$ cat config.mk
export PLATFORM = sky130hd
export DESIGN_NAME = imem_loader
export DESIGN_NICKNAME = d
export VERILOG_FILES = /design/src/rtl/imem_loader.sv
export SDC_FILE = /design/constraint.sdc
export NUM_CORES = 1
export LEC_CHECK = 0
export BUFFER_PORTS_ARGS = -buffer_cell sky130_fd_sc_hd__buf_2
export CAP_MARGIN = 20
export CORE_AREA = 2 2 88 90
export CTS_CLUSTER_DIAMETER = 40
export DETAILED_ROUTE_END_ITERATION = 10
export DIE_AREA = 0 0 90 92
export GPL_TIMING_DRIVEN = 1
export PLACE_DENSITY = 0.75
export SLEW_MARGIN = 15
export SYNTH_ARGS = -nofsm -noshare
export SYNTH_HDL_FRONTEND = slang
export SYNTH_SLANG_ARGS = --single-unit
$ cat constraint.sdc
create_clock -name clk -period 5 [get_ports clk]
set_input_delay 0.5 -clock clk [delete_from_list [all_inputs] [get_ports clk]]
set_output_delay 0.5 -clock clk [all_outputs]
set_load 0.01 [all_outputs]
$ cat src/rtl/imem_loader.sv
// Boot-time loader: packs a little-endian byte stream into 19-bit words and writes
// them to instruction memory from address 0, then pulses init. Optional trailer
// checksum is enabled with `define IMEM_LOADER_CHECKSUM_EN.
module imem_loader #(
    parameter int ADDR_W = 12
) (
    input  logic              clk,
    input  logic              rst,
    input  logic              start,
    input  logic              in_valid,
    input  logic [7:0]        in_byte,
    output logic              in_ready,
    output logic              imem_we,
    output logic [ADDR_W-1:0] imem_addr,
    output logic [18:0]       imem_wdata,
    output logic              init,
    output logic              busy,
    output logic              done,
    output logic              err
);

`ifdef IMEM_LOADER_CHECKSUM_EN
    typedef enum logic [3:0] {
        IDLE, HDR_LO, HDR_HI, B0, B1, B2, WRITE, CHK, FIN, ERROR
    } state_t;
    localparam state_t AFTER_LAST = CHK;
`else
    typedef enum logic [3:0] {
        IDLE, HDR_LO, HDR_HI, B0, B1, B2, WRITE, FIN, ERROR
    } state_t;
    localparam state_t AFTER_LAST = FIN;
`endif

    // Largest legal word count; 17 bits so 2^16 is representable.
    localparam logic [16:0] MAX_WORDS = 17'(1) << ADDR_W;

    state_t      state, state_next;
    logic [7:0]  hdr_lo;
    logic [15:0] n_words;
    logic [16:0] wr_cnt;
    logic [7:0]  b0, b1;
    logic [18:0] wdata_q;
    logic        done_q, err_q;
    logic [15:0] hdr_n;
    logic        start_ok;
`ifdef IMEM_LOADER_CHECKSUM_EN
    logic [7:0]  csum;
`endif

    assign hdr_n    = {in_byte, hdr_lo};
    assign start_ok = start && (state == IDLE || state == ERROR);
    assign done     = done_q;
    assign err      = err_q;

    // NOTE: sequential state uses non-blocking assignments so every register
    // samples pre-edge values regardless of process ordering.
    always_ff @(posedge clk) begin
        if (rst) state <= IDLE;
        else     state <= state_next;
    end

    // NOTE: every output of this block gets a default first, so no path leaves
    // a signal unassigned and no latch is inferred.
    always_comb begin
        state_next = state;
        in_ready   = 1'b0;
        imem_we    = 1'b0;
        init       = 1'b0;
        busy       = 1'b1;
        imem_addr  = '0;
        imem_wdata = '0;
        case (state)
            IDLE: begin
                busy = 1'b0;
                if (start) state_next = HDR_LO;
            end
            HDR_LO: begin
                in_ready = 1'b1;
                if (in_valid) state_next = HDR_HI;
            end
            HDR_HI: begin
                in_ready = 1'b1;
                if (in_valid) begin
                    if (hdr_n == 16'd0)                state_next = AFTER_LAST;
                    else if ({1'b0, hdr_n} > MAX_WORDS) state_next = ERROR;
                    else                               state_next = B0;
                end
            end
            B0: begin
                in_ready = 1'b1;
                if (in_valid) state_next = B1;
            end
            B1: begin
                in_ready = 1'b1;
                if (in_valid) state_next = B2;
            end
            B2: begin
                in_ready = 1'b1;
                if (in_valid) state_next = (in_byte[7:3] != 5'd0) ? ERROR : WRITE;
            end
            WRITE: begin
                imem_we    = 1'b1;
                imem_addr  = wr_cnt[ADDR_W-1:0];
                imem_wdata = wdata_q;
                state_next = (wr_cnt + 17'd1 == {1'b0, n_words}) ? AFTER_LAST : B0;
            end
`ifdef IMEM_LOADER_CHECKSUM_EN
            CHK: begin
                in_ready = 1'b1;
                if (in_valid) state_next = (in_byte == csum) ? FIN : ERROR;
            end
`endif
            FIN: begin
                init       = 1'b1;
                state_next = IDLE;
            end
            ERROR: begin
                busy = 1'b0;
                if (start) state_next = HDR_LO;
            end
            default: state_next = IDLE;
        endcase
    end

    always_ff @(posedge clk) begin
        if (rst) begin
            hdr_lo  <= '0;
            n_words <= '0;
            wr_cnt  <= '0;
            b0      <= '0;
            b1      <= '0;
            wdata_q <= '0;
            done_q  <= 1'b0;
            err_q   <= 1'b0;
`ifdef IMEM_LOADER_CHECKSUM_EN
            csum    <= '0;
`endif
        end else begin
            if (start_ok) begin
                wr_cnt <= '0;
                done_q <= 1'b0;
                err_q  <= 1'b0;
`ifdef IMEM_LOADER_CHECKSUM_EN
                csum   <= '0;
`endif
            end
            if (in_valid && state == HDR_LO) hdr_lo  <= in_byte;
            if (in_valid && state == HDR_HI) n_words <= hdr_n;
            if (in_valid && state == B0)     b0      <= in_byte;
            if (in_valid && state == B1)     b1      <= in_byte;
            if (in_valid && state == B2)     wdata_q <= {in_byte[2:0], b1, b0};
            if (state == WRITE)              wr_cnt  <= wr_cnt + 17'd1;
`ifdef IMEM_LOADER_CHECKSUM_EN
            // Trailer byte folds in too, but csum is cleared before it matters.
            if (in_valid && in_ready)        csum    <= csum ^ in_byte;
`endif
            if (state == FIN)                           done_q <= 1'b1;
            if (state != ERROR && state_next == ERROR) err_q  <= 1'b1;
        end
    end

endmodule

==> results of run 1 <==
==> registers in the layout, summed over array words and instances (netlist names) <==
name     cells
hdr_lo       8
wdata_q     19
b1           8
done         1
err          1
b0           8
n_words     16
wr_cnt      17
state        4
==> how the worst max path moves through the flow <==
stage                      to  startpoint  cells past startpoint  slack (ns)
5_1_grt          imem_addr[2]    state[2]                      7        2.16
3_3_place_gp    imem_wdata[9]    state[2]                      6        2.49
6_report       imem_wdata[15]    state[2]                      7        2.37
3_5_place_dp    imem_addr[10]    state[2]                      6        2.38
4_1_cts         imem_addr[10]    state[2]                      6        2.00
2_1_floorplan    imem_addr[0]    state[2]                      7        3.05
==> per-stage QoR <==
| step | total power [uW] | hold slack [ns] | utilization | worst slack [ns] | std cells |
|---|---|---|---|---|---|
| 4_1_cts | 1170 | 0.437 | 0.586 | 2.00 | 631 |
| 5_1_grt | 1210 | 0.456 | 0.591 | 2.16 | 633 |
| 3_3_place_gp | 742 | 0.439 | 0.562 | 2.49 | 615 |
| 6_report | 1160 | 0.451 | 0.591 | 2.37 | 633 |
| 2_1_floorplan | 721 | 0.431 | - | 3.05 | 502 |
| 3_5_place_dp | 743 | 0.444 | 0.562 | 2.38 | 615 |
==> area by class of cell <==
class | instances | area (um2) | share of cell area
Multi-Input combinational cell | 376 | 2140 | 0.486
Sequential cell | 82 | 1640 | 0.373
Timing Repair Buffer | 53 | 302 | 0.0685
Tap cell | 102 | 128 | 0.0290
Clock buffer | 9 | 124 | 0.0281
Clock inverter | 7 | 51.3 | 0.0117
Inverter | 4 | 15.0 | 0.00341
==> where the power goes <==
part | internal (uW) | switching (uW)
logic | 19.9 | 44.6
clock network | 183 | 250
registers | 658 | 5.91
==> routing by layer <==
layer | global-route usage | vias up
li1 | - | 1762
met1 | 0.295 | 1558
met2 | 0.357 | 130
met3 | 0.0329 | 11
met4 | 0.0846 | 0
met5 | 0 | -
==> cell families after synthesis <==
| group | Yosys count | synth area share |
|---|---|---|
| and+or+nand+nor | 236 | 0.288 |
| AOI/OAI and AO/OA | 89 | 0.129 |
| DFF | 82 | 0.414 |
| buffers and inverters | 44 | 0.0477 |
| xor gates and xnor gates | 26 | 0.0574 |
| muxes | 24 | 0.0606 |
| adders and majority gates | 1 | 0.00316 |
==> layout by cell type, fill, tap and decap left out, types with 3 or more instances in the layout <==
| cell type | count |
|---|---|
| nand3b_1 | 3 |
| nor3_1 | 13 |
| nor2_1 | 56 |
| mux2i_1 | 24 |
| buf_2 | 48 |
| and2_1 | 32 |
| a31oi_1 | 4 |
| clkbuf_8 | 9 |
| o21ai_0 | 16 |
| xnor2_1 | 18 |
| nor2b_1 | 3 |
| nor3_2 | 3 |
| or3_1 | 3 |
| nor3b_1 | 3 |
| nor4_1 | 5 |
| dfxtp_1 | 82 |
| xor2_1 | 8 |
| and3_1 | 6 |
| a22oi_1 | 5 |
| nand3_1 | 29 |
| buf_4 | 3 |
| nand4_1 | 8 |
| inv_1 | 4 |
| nand2_1 | 67 |
| a21oi_1 | 52 |
==> critical path: stages, from the launching register on <==
cell	delay, ns
dfxtp_1	0.47
nor2b_1	0.22
nand3b_1	0.09
buf_4	0.22
inv_1	0.30
buf_16	0.20
and2_1	0.14
buf_2	0.12
==> Flow_metrics.wiki, run 1 <==
{| class="wikitable"
! Metric !! Value
|-
| Worst R2R Path Depth || 7
|-
| Worst vdd rail ir drop || 0.000224 V
|-
| Port Buf Inserts || 48
|-
| Full die area || 0.00828 mm2
|-
| RSZ-0062 raised after global routing || false
|-
| TritonCTS clock tree || built
|-
| Fraction of layout instances using a drive strength above 1 || 0.141
|-
| Worst reg2reg endpoint || state[2]
|-
| 1st-iter DRT viols || 202
|-
| Share of synthesized registers carrying an async set or reset || 0
|-
| Cell types occupying the most area after synthesis || dfxtp_1 (41%), a21oi_1 (6.6%), nand2_1 (6.3%)
|-
| Flop and latch count out of synthesis || 82
|-
| Clock network latency to the later pin of the worst-skew pair || 0.34 ns
|-
| Total Neg Setup Slack || 0 ns
|-
| Initial core utilization || 0.532
|-
| WL final || 8760 um
|-
| Pwr dens || 264 mW/mm2
|-
| Max Clock Freq || 0.381 GHz
|-
| GRT overflow || 0
|-
| Setup CP Type || flip-flop to output pin
|-
| Met1 wire length || 4040 um
|-
| Antenna fix cells || 0
|-
| CTS H-Tree Depth || 3
|-
| Final hold viol count || 0
|-
| Filler cells || 712
|-
| Synthesis warning total || 0
|-
| Most instantiated flip-flop cell in the synthesis netlist || dfxtp_1
|-
| Count of pins over their slew limit || 0
|-
| Router iterations before antenna repair || 5
|-
| Vias per cell || 5.47
|-
| Vias in the first global route || 3208
|-
| Initial antenna violation count || 0
|-
| Final ANT Viol Nets || 0
|-
| CP Capture Type || output pin
|-
| Ratio of final minimum period to clock period || 0.525
|-
| Routed met3 length || 486 um
|-
| Final Net Count || 539
|-
| Syn avg cell area || 7.90 um2
|-
| Horizontal die dimension || 90 um
|-
| Number of max-capacitance violations reported || 0
|-
| Buffer count from post-CTS setup fixing || 0
|-
| CTS root buffer || clkbuf_8
|-
| CTS Buffer Depth || 2
|-
| Final non-filler cell area || 0.00440 mm2
|-
| Hold Crit Class || primary input to flip-flop
|-
| Static power due to leakage || 0.00177 uW
|-
| Count of hold-fix buffers inserted at cts || 0
|-
| First-pass GRT wire length || 14900 um
|-
| Pin count of the biggest net entering global routing || 84
|-
| Total setup violations reported at the end of the flow || 0
|-
| Flop-to-flop setup slack || 2.77 ns
|-
| Crit path arrival time || 2.13 ns
|-
| Distinct cell type count after synthesis || 40
|-
| Startpoint type of the worst setup path || flip-flop
|-
| Worst min-delay path endpoint || state[3]
|-
| Worst flop-to-flop path startpoint || wr_cnt[0]
|-
| Top cell types by occurrence after synthesis || dfxtp_1 (82), nand2_1 (67), nor2_1 (56)
|-
| Resized cells post-CTS || 0
|-
| Cell area after technology mapping || 0.00396 mm2
|-
| Least-Margin Pin Slew || 0.821 ns
|-
| Proportion of netlist area held by the largest area contributor || 0.414
|-
| Total I/O pin count || 49
|-
| Standard-cell row count || 32
|-
| Time the worst path needs with I/O delays and setup || 2.63 ns
|-
| Crit Path Max Fanout || 30
|-
| Global Route Usage Sum || 0.219
|-
| Number of remaining DRC errors || 0
|-
| Die boundary height || 92 um
|-
| Via Count || 3461
|-
| Most frequent cell after synthesis || dfxtp_1
|-
| Worst max-slew margin expressed relative to the limit || 0.449
|-
| Top Metal Used || met4
|-
| Wire length on met2 || 4110 um
|-
| Routability Congestion || 0.920
|-
| Core area || 0.00745 mm2
|-
| Hold depth || 3
|-
| Cell accounting for the most synthesized area || dfxtp_1
|-
| Min-delay src || start
|-
| Sequential cell area fraction in the yosys report || 0.414
|-
| Clock buffer count from CTS || 9
|-
| Number of enable flip-flop cells after synthesis || 0
|-
| Post-DP HPWL || 5940 um
|-
| Avg WL per Cell || 13.8 um
|-
| Cells after Synth || 502
|-
| Reg clk slew, reported paths || 0.08 ns
|-
| CP Data Required Time || 4.50 ns
|-
| Post-synth net total || 515
|-
| Clock Skew || 0.00742 ns
|-
| Run status || finished, final reports clean
|-
| Clock sink count || 82
|-
| Cell Area, Placed || 0.00419 mm2
|-
| Layout-stage area growth over the synthesis result || 11.0%
|}
Note: power is estimated with default switching activity, not from simulation.
==> run 2, diff against run 1 <==
==> constraint.sdc (replaced) <==
create_clock -name clk -period 2.65 [get_ports clk]
set_input_delay 0.265 -clock clk [delete_from_list [all_inputs] [get_ports clk]]
set_output_delay 0.265 -clock clk [all_outputs]
set_load 0.01 [all_outputs]
==> run 2 against run 1 <==
  * Critical path depth fell by 1
  * Flip-flop and latch count did not move
  * Combinational power rose by 94%
  * Non-clock buffer count rose by 1
  * Die area did not move
  * Cell area rose by 0.54%
  * Clock skew fell by 0.0022 ns
  * Largest cell class unchanged
  * Hold slack got worse by 0.24 ns
  * Count of clock-buffer cells in the layout did not move
==> Flow_metrics.wiki, run 2 (synthesis results as in run 1) <==
{| class="wikitable"
! Metric !! Value
|-
| Crit path arrival time || 2.09 ns (-0.04 ns)
|-
| Count of hold-fix buffers inserted at cts || 0 (unchanged)
|-
| First-pass GRT wire length || 15200 um (+1.8%)
|-
| Final Net Count || 540 (+0.19%)
|-
| Cell Area, Placed || 0.00421 mm2 (+0.54%)
|-
| Final hold viol count || 0 (unchanged)
|-
| CTS H-Tree Depth || 3 (unchanged)
|-
| TritonCTS clock tree || built
|-
| Buffer count from post-CTS setup fixing || 0 (unchanged)
|-
| Full die area || 0.00828 mm2 (unchanged)
|-
| Total Neg Setup Slack || 0 ns (unchanged)
|-
| Number of flip-flops under the largest register name || 19 (unchanged)
|-
| Layout Utilization || 0.594 (+0.00319)
|-
| Static power due to leakage || 0.00178 uW (+0.61%)
|-
| 1st-iter DRT viols || 251 (+24%)
|-
| CP Capture Type || output pin
|-
| Routability Congestion || 0.964 (+4.8%)
|-
| Fraction of layout instances using a drive strength above 1 || 0.141 (unchanged)
|-
| Global Route Usage Sum || 0.223 (+0.00446)
|-
| GRT overflow || 0 (unchanged)
|-
| Clock sink count || 82 (unchanged)
|-
| Number of max-capacitance violations reported || 0 (unchanged)
|-
| Standard-cell row count || 32 (unchanged)
|-
| Die boundary height || 92 um (unchanged)
|-
| Final non-filler cell area || 0.00442 mm2 (+0.54%)
|-
| Run status || finished, final reports clean
|-
| Reg clk slew, reported paths || 0.09 ns (about the same)
|-
| Initial antenna violation count || 0 (unchanged)
|-
| Hold Crit Class || primary input to flip-flop
|-
| CTS Buffer Depth || 2 (unchanged)
|-
| Number of remaining DRC errors || 0 (unchanged)
|-
| Count of pins over their slew limit || 0 (unchanged)
|-
| Clock network latency to the later pin of the worst-skew pair || 0.35 ns (about the same)
|-
| Worst max-slew margin expressed relative to the limit || 0.543 (+0.0937)
|-
| Crit Path Max Fanout || 31 (+3.3%)
|-
| Most common cell after layout, fill and taps aside || dfxtp_1
|-
| Max Clock Freq || 0.424 GHz
|-
| Total I/O pin count || 49 (unchanged)
|-
| Startpoint type of the worst setup path || flip-flop
|-
| Final ANT Viol Nets || 0 (unchanged)
|-
| Resized cells post-CTS || 0 (unchanged)
|-
| Setup CP Type || flip-flop to output pin
|-
| CP Data Required Time || 2.38 ns (-2.12 ns)
|-
| Layout-stage area growth over the synthesis result || 11.6%
|-
| Worst vdd rail ir drop || 0.000393 V (+76%)
|-
| Pin count of the biggest net entering global routing || 61 (-27%)
|-
| Least-Margin Pin Slew || 0.685 ns (-0.136 ns)
|-
| CTS root buffer || clkbuf_8
|-
| Clock buffer count from CTS || 9 (unchanged)
|-
| Avg WL per Cell || 14.3 um (+3.5%)
|-
| Pwr dens || 536 mW/mm2 (+100%)
|-
| Vias per cell || 5.42 (-0.87%)
|-
| Router iterations before antenna repair || 5 (unchanged)
|-
| Time the worst path needs with I/O delays and setup || 2.36 ns
|-
| Antenna fix cells || 0 (unchanged)
|-
| Post-DP HPWL || 6090 um (+2.6%)
|-
| RSZ-0062 raised after global routing || false
|-
| Clock Skew || 0.00520 ns (-0.00223 ns)
|-
| Register with the most flip-flops || wdata_q
|-
| Core area || 0.00745 mm2 (unchanged)
|-
| Initial core utilization || 0.532 (unchanged)
|-
| Filler cells || 714 (+0.28%)
|-
| WL final || 9070 um (+3.5%)
|-
| Most used cells in the layout excluding fill and tap cells || dfxtp_1 (82), nand2_1 (67), nor2_1 (56), a21oi_1 (52), buf_2 (48)
|-
| Total setup violations reported at the end of the flow || 0 (unchanged)
|-
| Horizontal die dimension || 90 um (unchanged)
|-
| Via Count || 3431 (-0.87%)
|-
| Regs by FF count || wdata_q: 19 flops, wr_cnt: 17 flops, n_words: 16 flops
|-
| Ratio of final minimum period to clock period || 0.889
|-
| Port Buf Inserts || 48 (unchanged)
|-
| Vias in the first global route || 3153 (-1.7%)
|}
-- run 2: final timing paths --
check,startpoint,end,slack (ns),cells past startpoint
worst max register to register,wr_cnt[0],state[2],0.54,7
worst max-delay path,state[2],imem_addr[4],0.29,6
worst min register to register,b1[3],wdata_q[11],0.46,2
worst min-delay path,start,state[3],0.21,3
-- run 2: stage by stage --
step	hold WS, ns	cells	setup slack (ns)	power [uW]
after global placement	0.440	618	0.652	1400
after detailed placement	0.442	618	0.590	1400
after CTS	0.193	633	0.288	2390
after floorplan	0.401	502	0.798	1360
after global routing	0.231	633	0.122	2450
final	0.207	633	0.294	2370
-- run 2: power breakdown --
part	leakage [uW]	total [uW]	switching [uW]	internal, uW
registers	0.000661	1250	11.1	1240
logic	0.00102	125	86.9	37.6
clock network	0.0000979	994	465	529
-- run 2: worst max-delay path: stages, from the launching register on --
cell	delay [ns]
dfxtp_1	0.48
nor2b_1	0.22
nand3b_1	0.16
inv_1	0.24
buf_4	0.34
and2_1	0.18
buf_2	0.12
-- run 2: final cells by class --
| cell class | instances | area, um2 | area share |
|---|---|---|---|
| Inverter | 4 | 15.0 | 0.00339 |
| Sequential cell | 82 | 1640 | 0.371 |
| Tap cell | 102 | 128 | 0.0288 |
| Clock buffer | 9 | 124 | 0.0280 |
| Clock inverter | 6 | 91.3 | 0.0206 |
| Timing Repair Buffer | 54 | 285 | 0.0645 |
| Multi-Input combinational cell | 376 | 2140 | 0.484 |
-- run 2: layer usage --
metal | wire length, um | vias up | track usage
li1 | - | 1765 | -
met4 | 155 | 0 | 0.0936
met1 | 4310 | 1577 | 0.306
met2 | 4250 | 78 | 0.355
met3 | 355 | 11 | 0.0312
met5 | 0 | - | 0
==> run 3, diff against run 2 <==
--- a/config.mk
+++ b/config.mk
@@ -13,7 +13,7 @@
 export DIE_AREA = 0 0 90 92
 export GPL_TIMING_DRIVEN = 1
 export PLACE_DENSITY = 0.75
-export SLEW_MARGIN = 15
+export SLEW_MARGIN = 20
 export SYNTH_ARGS = -nofsm -noshare
 export SYNTH_HDL_FRONTEND = slang
 export SYNTH_SLANG_ARGS = --single-unit
==> constraint.sdc (replaced) <==
create_clock -name clk -period 2.9 [get_ports clk]
set_input_delay 0.29 -clock clk [delete_from_list [all_inputs] [get_ports clk]]
set_output_delay 0.29 -clock clk [all_outputs]
set_load 0.01 [all_outputs]
==> run 3 against run 2 <==
  * Cell area shrank 1.2%
  * Global-route usage shrank 0.81 points
  * Hold slack gained 0.045 ns
  * Sequential share of layout area grew 0.45 points
  * Clock skew grew 0.0046 ns
  * Flip-flop and latch count is the same
  * Critical endpoint is now imem_wdata[8]
  * Largest cell class unchanged
  * Largest power group unchanged
==> Flow_metrics.wiki, run 3 (synthesis results as in run 1) <==
{| class="wikitable"
! Metric !! Value
|-
| Run status || finished, final reports clean
|-
| CTS H-Tree Depth || 3 (unchanged)
|-
| Antenna fix cells || 0 (unchanged)
|-
| Number of flip-flops under the largest register name || 19 (unchanged)
|-
| Number of max-capacitance violations reported || 0 (unchanged)
|-
| Clock sink count || 82 (unchanged)
|-
| Core area || 0.00745 mm2 (unchanged)
|-
| Worst vdd rail ir drop || 0.000274 V (-30%)
|-
| Startpoint type of the worst setup path || flip-flop
|-
| Largest stage delay on the critical path || 0.49 ns (about the same)
|-
| Max Clock Freq || 0.412 GHz
|-
| Router iterations before antenna repair || 4 (-1)
|-
| Time the worst path needs with I/O delays and setup || 2.43 ns
|-
| Relative contribution of the clock network to total power || 0.366 (-0.053)
|-
| Switching Fraction || 0.251 (+0.0138)
|-
| Clock buffer count from CTS || 9 (unchanged)
|-
| Regs by FF count || wdata_q: 19 flops, wr_cnt: 17 flops, n_words: 16 flops
|-
| Resized cells post-CTS || 0 (unchanged)
|-
| Ratio of final minimum period to clock period || 0.837
|-
| Post-DP HPWL || 6030 um (-1.0%)
|-
| Worst max-slew margin expressed relative to the limit || 0.461 (-0.0821)
|-
| CP Data Required Time || 2.61 ns (+0.23 ns)
|-
| WHS || 0.252 ns (+0.0450 ns)
|-
| PnR worst setup slack || 0.472 ns (+0.178 ns)
|-
| Layout-stage area growth over the synthesis result || 10.3%
|-
| Pin count of the biggest net entering global routing || 48 (-21%)
|-
| Most used cells in the layout excluding fill and tap cells || dfxtp_1 (82), nand2_1 (67), nor2_1 (56), a21oi_1 (52), buf_2 (48)
|-
| Pwr dens || 454 mW/mm2 (-15%)
|-
| CTS Buffer Depth || 2 (unchanged)
|-
| RSZ-0062 raised after global routing || false
|-
| Fraction of layout instances using a drive strength above 1 || 0.137 (-0.00377)
|-
| WL final || 8830 um (-2.7%)
|-
| Vias per cell || 5.57 (+2.8%)
|-
| TritonCTS clock tree || built
|-
| Port Buf Inserts || 48 (unchanged)
|-
| Clock network latency to the later pin of the worst-skew pair || 0.35 ns (about the same)
|-
| Slowest cell on crit path || dfxtp_1
|-
| GRT overflow || 0 (unchanged)
|-
| Avg WL per Cell || 14.0 um (-2.7%)
|-
| Buffer count from post-CTS setup fixing || 0 (unchanged)
|-
| Sequential share of power || 0.577 (+0.049)
|-
| Total setup violations reported at the end of the flow || 0 (unchanged)
|-
| Global Route Usage Sum || 0.215 (-0.00812)
|-
| Least-Margin Pin Slew || 0.804 ns (+0.119 ns)
|-
| Standard-cell row count || 32 (unchanged)
|-
| Setup CP Type || flip-flop to output pin
|-
| Crit path arrival time || 2.14 ns (+0.05 ns)
|-
| Pre-CTS setup slack || 0.711 ns (+0.121 ns)
|-
| Total Neg Setup Slack || 0 ns (unchanged)
|-
| Full die area || 0.00828 mm2 (unchanged)
|-
| Register with the most flip-flops || wdata_q
|-
| Initial antenna violation count || 0 (unchanged)
|-
| Sequence of cells on the critical path || nor2b_1 -> nand3b_1 -> inv_1 -> buf_4 -> and2_1 -> buf_2
|-
| Static power due to leakage || 0.00176 uW (-1.1%)
|-
| Via Count || 3528 (+2.8%)
|-
| Number of remaining DRC errors || 0 (unchanged)
|-
| Horizontal die dimension || 90 um (unchanged)
|-
| Total I/O pin count || 49 (unchanged)
|-
| Die boundary height || 92 um (unchanged)
|-
| Comb power frac || 0.057 (+0.004)
|-
| Routability Congestion || 0.909 (-5.7%)
|-
| Layout Utilization || 0.587 (-0.00706)
|-
| Clock Skew || 0.00982 ns (+0.00463 ns)
|-
| Most common cell after layout, fill and taps aside || dfxtp_1
|-
| CTS root buffer || clkbuf_8
|-
| Count of pins over their slew limit || 0 (unchanged)
|-
| Power Internal || 1480 uW (-18%)
|-
| 1st-iter DRT viols || 304 (+21%)
|-
| Initial core utilization || 0.532 (unchanged)
|-
| Vias in the first global route || 3089 (-2.0%)
|-
| Reported net switching power || 498 uW (-11%)
|-
| Final Net Count || 539 (-0.19%)
|-
| CP Capture Type || output pin
|-
| Hold Crit Class || primary input to flip-flop
|-
| Reg clk slew, reported paths || 0.08 ns (about the same)
|-
| Count of hold-fix buffers inserted at cts || 0 (unchanged)
|-
| First-pass GRT wire length || 14600 um (-4.2%)
|-
| Final hold viol count || 0 (unchanged)
|-
| Final ANT Viol Nets || 0 (unchanged)
|-
| Crit Path Max Fanout || 31 (unchanged)
|-
| Tot Pwr || 1980 uW (-16%)
|}
## run 3: power by group through the flow
stage / Combinational (uW) / Sequential (uW) / Clock (uW)
2_1_floorplan: 79.2 / 1160 / 0
6_report: 112 / 1140 / 726
5_1_grt: 124 / 1150 / 791
3_5_place_dp: 112 / 1170 / 0
4_1_cts: 112 / 1140 / 750
3_3_place_gp: 110 / 1170 / 0
## run 3: layout make-up
cell class | instances | area, um2
fill | 725 | 3080
timing repair buffer | 53 | 278
sequential | 82 | 1640
multi-input combinational | 376 | 2140
clock buffer | 11 | 131
tap | 102 | 128
clock inverter | 5 | 38.8
inverter | 4 | 15.0
## run 3: path summary, 6_finish.rpt
kind	from	to	slack, ns	cells after the start
hold reg to reg	wdata_q[3]	wdata_q[3]	0.45	2
setup / recovery	state[2]	imem_wdata[8]	0.47	6
setup reg to reg	wr_cnt[0]	state[2]	0.66	7
hold / removal	in_byte[2]	wdata_q[18]	0.25	3
## run 3: routing by layer
layer | routed length, um | vias up | track usage
met2 | 4030 | 112 | 0.346
met3 | 511 | 11 | 0.0403
met5 | 0 | - | 0
met1 | 4150 | 1646 | 0.291
met4 | 132 | 0 | 0.0782
li1 | - | 1759 | -
## run 3: worst max-delay path: cells and delay by family, from the launching register on
| kind | cells | cell delay (ns) |
|---|---|---|
| DFF | 1 | 0.49 |
| and+or+nand+nor | 3 | 0.59 |
| buffers and inverters | 3 | 0.73 |
## run 3: through the flow
step	instances	cell area, um2
CTS	633	4370
finish	633	4370
floorplan	502	3960
global route	633	4370
global placement	617	4200
detailed placement	617	4200
